<file path="src/rtl/fetch_sequencer.sv">
// Fetch-stage PC sequencer: issues imem reads, holds on icache misses, applies
// redirects (deferring them across an outstanding miss) and freezes on halt.
module fetch_sequencer #(
  parameter logic [31:0] PC_INIT = 32'h00000000,
  parameter int unsigned CNT_W   = 32
) (
  input  logic             CLK,
  input  logic             RST,
  input  logic             ihit,
  input  logic             stall,
  input  logic             redirect_en,
  input  logic [31:0]      redirect_pc,
  input  logic             halt,
  output logic             imemREN,
  output logic [31:0]      imemaddr,
  output logic             instr_valid,
  output logic [31:0]      pc_plus4,
  output logic             halted,
  output logic [CNT_W-1:0] fetch_count
);

  typedef enum logic [1:0] {
    FETCH  = 2'd0,
    PEND   = 2'd1,
    HALTED = 2'd2
  } state_t;

  state_t      state, state_next;
  logic [31:0] pc, pc_next;
  logic [31:0] pend_pc, pend_pc_next;
  logic [31:0] redir_aligned;

  assign redir_aligned = redirect_pc & ~32'd3;

  always_ff @(posedge CLK) begin
    if (RST) begin
      state       <= FETCH;
      pc          <= PC_INIT;
      pend_pc     <= '0;
      fetch_count <= '0;
    end else begin
      state   <= state_next;
      pc      <= pc_next;
      pend_pc <= pend_pc_next;
      if (instr_valid && (fetch_count != '1))
        fetch_count <= fetch_count + CNT_W'(1);
    end
  end

  always_comb begin
    state_next   = state;
    pc_next      = pc;
    pend_pc_next = pend_pc;
    unique case (state)
      FETCH: begin
        if (halt) begin
          state_next = HALTED;
        end else if (redirect_en) begin
          // A redirect during a miss must wait for the miss to drain.
          if (ihit) begin
            pc_next = redir_aligned;
          end else begin
            pend_pc_next = redir_aligned;
            state_next   = PEND;
          end
        end else if (ihit && !stall) begin
          pc_next = pc + 32'd4;
        end
      end
      PEND: begin
        if (halt) begin
          state_next = HALTED;
        end else if (ihit) begin
          pc_next    = redirect_en ? redir_aligned : pend_pc;
          state_next = FETCH;
        end else if (redirect_en) begin
          pend_pc_next = redir_aligned;
        end
      end
      HALTED: ;
      default: state_next = FETCH;
    endcase
  end

  always_comb begin
    imemREN     = 1'b0;
    instr_valid = 1'b0;
    halted      = 1'b0;
    imemaddr    = PC_INIT;
    if (!RST) begin
      imemaddr    = pc;
      imemREN     = (state != HALTED);
      halted      = (state == HALTED);
      instr_valid = (state == FETCH) && !halt && !redirect_en && ihit && !stall;
    end
  end

  assign pc_plus4 = imemaddr + 32'd4;

endmodule

</file>
<file path="config.mk">
export PLATFORM = sky130hd
export DESIGN_NAME = fetch_sequencer
export DESIGN_NICKNAME = d
export VERILOG_FILES = /design/src/rtl/fetch_sequencer.sv
export SDC_FILE = /design/constraint.sdc
export NUM_CORES = 1
export LEC_CHECK = 0
export ABC_AREA = 1
export CORE_ASPECT_RATIO = 1.2
export CORE_MARGIN = 2
export CORE_UTILIZATION = 45
export DETAILED_ROUTE_END_ITERATION = 7
export PLACE_DENSITY_LB_ADDON = 0.3
export SLEW_MARGIN = 10
export SYNTH_ARGS = -nofsm -noshare
export SYNTH_HDL_FRONTEND = slang
export SYNTH_SLANG_ARGS = --single-unit
</file>
<file path="constraint.sdc">
create_clock -name CLK -period 2.62 [get_ports CLK]
set_input_delay 0.262 -clock CLK [delete_from_list [all_inputs] [get_ports CLK]]
set_output_delay 0.262 -clock CLK [all_outputs]
set_load 0.05 [all_outputs]
</file>
==> metrics.sh <==
GPL.FINAL_WEIGHTED_CONGESTION=0.970
TIMING.HOLD.WORST_PATH_DEPTH=2
GRT_REMAINING_OVERFLOW=0
FMAX_GHz=0.394
SEQ_AREA_UM2=1970
DETAIL_ROUTE.WIRELENGTH_UM=22000
CLKLATENCYLATEPIN_NS=0.35
FINALSETUPVIOLATIONS=0
REG2REGPATHDEPTH=11
CELLPOWERDENSITY_nW_PER_UM2=394
CLOCK-SINKS=98
CRIT_PATH_MAX_FANOUT=5
CRITICAL_PATH_REQUIRED_NS=2.36
ROOT_BUFFER='sky130_fd_sc_hd__clkbuf_16'
DRT_ITER0_MARKERS=706
WORSTREG2REGSTART='fetch_count[0]$_SDFFE_PP0P_'
POWER.SWITCHING_FRACTION=0.300
GRT_FIRST_PASS_WIRELENGTH_UM=35400
DIE-WIDTH_UM=117
NUM_IO_PINS=137
PATH_COMMON_CELL='sky130_fd_sc_hd__nand2_4'
POWER.SHARE.CLOCK=0.372
DIE_HEIGHT_UM=140
SYNTHDISTINCTLIBCELLS=41
RRSETUPSLACK_NS=0.37
FP.DIEAREA_UM2=16400
TIMING.CRITICAL_PATH.ARRIVAL_NS=2.28
SYNTH_EDF_COUNT=0
YS.FLOP_TYPE='sky130_fd_sc_hd__dfxtp_1'
R2R_END='fetch_count[17]$_SDFFE_PP0P_'
WORST_PATH_LARGEST_CELL_DELAY_NS=0.35
HOLD_BUFFERS=0
ANTENNA_CELL_COUNT=0
LAYOUT_COMMON_CELLS='sky130_fd_sc_hd__nand2_1, sky130_fd_sc_hd__nor2_1, sky130_fd_sc_hd__a21oi_1'
DETAILEDPLACEMENTHPWL_UM=16500
DRC=0
P_SW_W=0.00109
CTS_MADE_BUFFERS=9
TIGHTEST_SLEW_NS=0.816
CTS.CLK_SLEW.WORST_PATHS_NS=0.07
DRV_CAP=0
NUMPLACEDINSTANCES=1460
WORSTSETUPENDPOINT='pc_plus4[28]'
NUM-NETS-FINAL=1310
IR_DROP_V=0.000326
SETUP.WORST_PATH.START_CLASS='flip-flop'
FINAL.FILL_COUNT=1432
FINALCRITICALPERIOD_NS=2.54
INTERNAL_POWER_W=0.00255
ROUTED_VIA_DENSITY=5.36
MULTIINPUTGATEAREA_UM2=4590
CTS_HTREE_LEVELS=3
NUMBER_OF_BUFFER_CELLS_ADDED_ON_PRIMARY_PORTS=134
WORST_SLEW_MARGIN_REL=0.456
GRT_START_MAX_NET_PINS=88
SYN_AREA_PER_CELL_UM2=5.98
SETUP.WORST_PATH.START='pc[2]$_SDFFE_PP0P_'
CP-END-KIND='output port'
CTS.PATH.MAX_BUFFERS=2
FIRST_GLOBAL_VIAS=7119
SEQ_AREA_FRAC_SYNTH=0.284
INITIAL_UTILIZATION=0.460
SITE_ROW_COUNT=49
DETAILEDROUTE.FIRSTPASSITERATIONCOUNT=6
TRITONCTS='done'
YS_FF_LATCH=98
CP_SLOWEST_CELL='sky130_fd_sc_hd__dfxtp_2'
SYNTHESIS.AREA_UM2=6910
FINISH.CELL_COUNT_WITHOUT_FILLERS=1478
SYNTHARSTFLOPSHARE=0
YOSYS_WARNINGS=0
STATUS='finished, final reports clean'
POSTROUTEANTENNANETS=0
POSTSYNTHNETCOUNT=1196
POWER.STATIC_LEAKAGE_nW=3.66
FINAL_CORE_UTIL=0.615
TIMING.FINAL.HOLD_VIOLATIONS=0
NETLIST_INSTANCES=1155
CRIT_TYPE='flip-flop to output port'
ROUTED_WIRE_LENGTH_PER_INSTANCE_UM=14.9
DETAILROUTE.VIA_COUNT=7924
CELL_CHAIN_CRITICAL_PATH='inv_2 > nor2_4 > ha_4 > nand2_4 > nor3_4 > nand2_4 > inv_2 > nand2_4 > nor2_4 > nand2_4 > xnor2_4 > buf_12'
WORST_HOLD_CLASS='primary input to flip-flop'
P_COMB_FRAC=0.187
FINAL.PERIOD_UTILIZATION=0.970
FP.COREAREA_UM2=15000
AREAGROWTHSYNTHTOFINISH_PCT=33.8
GRT_USAGE=0.273
GRT_ANTENNA_BEFORE_REPAIR=0
SEQ_POWER_SHARE=0.441
LAYOUT-DRIVE-GT1-SHARE=0.131
MAXSLEWVIOLCOUNT=0
MOSTFREQUENTLAYOUTCELL='sky130_fd_sc_hd__nand2_1'
FIN_WORST_SKEW_NS=0.00883
-- area by class of cell --
type / instances / area share
repair buffers: 157 / 0.194
inverters: 90 / 0.0367
clock inverters: 5 / 0.00690
multi-input cells: 913 / 0.497
well taps: 204 / 0.0276
clock buffers: 11 / 0.0252
flip-flops and latches: 98 / 0.213
-- power by group through the flow --
stage / registers, W / logic [W] / clock network (W)
floorplan: 0.00162 / 0.000440 / 0
global placement: 0.00163 / 0.000670 / 0
detailed placement: 0.00163 / 0.000676 / 0
CTS: 0.00160 / 0.000679 / 0.00138
global route: 0.00161 / 0.000737 / 0.00144
finish: 0.00160 / 0.000682 / 0.00135
-- synth_stat cells (10+ instances only) --
cell type,count,area share
sky130_fd_sc_hd__clkbuf_1,19,0.010
sky130_fd_sc_hd__nand3_1,43,0.031
sky130_fd_sc_hd__nand2_2,12,0.011
sky130_fd_sc_hd__nor2_2,13,0.012
sky130_fd_sc_hd__buf_2,14,0.010
sky130_fd_sc_hd__xor2_1,25,0.032
sky130_fd_sc_hd__a21oi_1,149,0.11
sky130_fd_sc_hd__inv_1,80,0.043
sky130_fd_sc_hd__buf_4,10,0.011
sky130_fd_sc_hd__nor3_1,19,0.014
sky130_fd_sc_hd__o21ai_0,81,0.059
sky130_fd_sc_hd__dfxtp_1,98,0.28
sky130_fd_sc_hd__xnor2_1,12,0.015
sky130_fd_sc_hd__nand2_1,348,0.19
sky130_fd_sc_hd__nor2_1,163,0.089
-- what timing repair did --
action,4_1_cts,5_1_grt
gates cloned,0,0
gates resized for setup,2,14
setup buffers,0,2
pin swaps,2,5
setup endpoints to repair,5,10
-- sequential cells by signal, indices dropped and copies added, names as in the netlist --
signal       cells
state            2
pend_pc         32
fetch_count     32
pc              32
-- per-stage QoR --
| step | setup TNS (ns) | power, W | worst slack [ns] | hold slack [ns] | cell area [um^2] |
|---|---|---|---|---|---|
| after floorplan | -1.63 | 0.00206 | -0.226 | 0.438 | 7210 |
| after global placement | 0 | 0.00230 | 0.216 | 0.449 | 8880 |
| after detailed placement | 0 | 0.00231 | 0.173 | 0.464 | 8880 |
| after CTS | 0 | 0.00365 | 0.0230 | 0.291 | 9190 |
| after global routing | -0.00880 | 0.00379 | -0.00880 | 0.311 | 9240 |
| final | 0 | 0.00364 | 0.0796 | 0.301 | 9240 |
-- routing by layer --
layer  up-vias  track usage  wire [um]
met5         -            0          0
li1       3953            -          -
met1      3588        0.355       9160
met4         0        0.139       1000
met2       321        0.441      10700
met3        62       0.0301       1190
-- kinds of logic after synthesis --
family	share of synthesized area
fa+ha+maj	0.00543
buf+inv	0.0963
xor+xnor	0.0469
simple gates	0.384
flops	0.284
compound gates	0.183
-- worst max-delay path: cells and delay by family, from the launching register on --
kind | cells | cell delay, ns
DFF | 1 | 0.35
xor gates and xnor gates | 1 | 0.19
buffers and inverters | 3 | 0.32
adders and majority gates | 1 | 0.17
and+or+nand+nor | 7 | 0.89
-- how the worst min path moves through the flow --
stage,from,end,slack (ns)
final,RST,state[1]$_SDFFE_PP0P_,0.30
after global routing,RST,state[1]$_SDFFE_PP0P_,0.31
after floorplan,redirect_pc[10],pend_pc[10]$_SDFFE_PP0P_,0.44
after detailed placement,pend_pc[0]$_SDFFE_PP0P_,pend_pc[0]$_SDFFE_PP0P_,0.46
after global placement,pend_pc[0]$_SDFFE_PP0P_,pend_pc[0]$_SDFFE_PP0P_,0.45
after CTS,RST,state[1]$_SDFFE_PP0P_,0.29
Power figures use the tool's default switching activity.
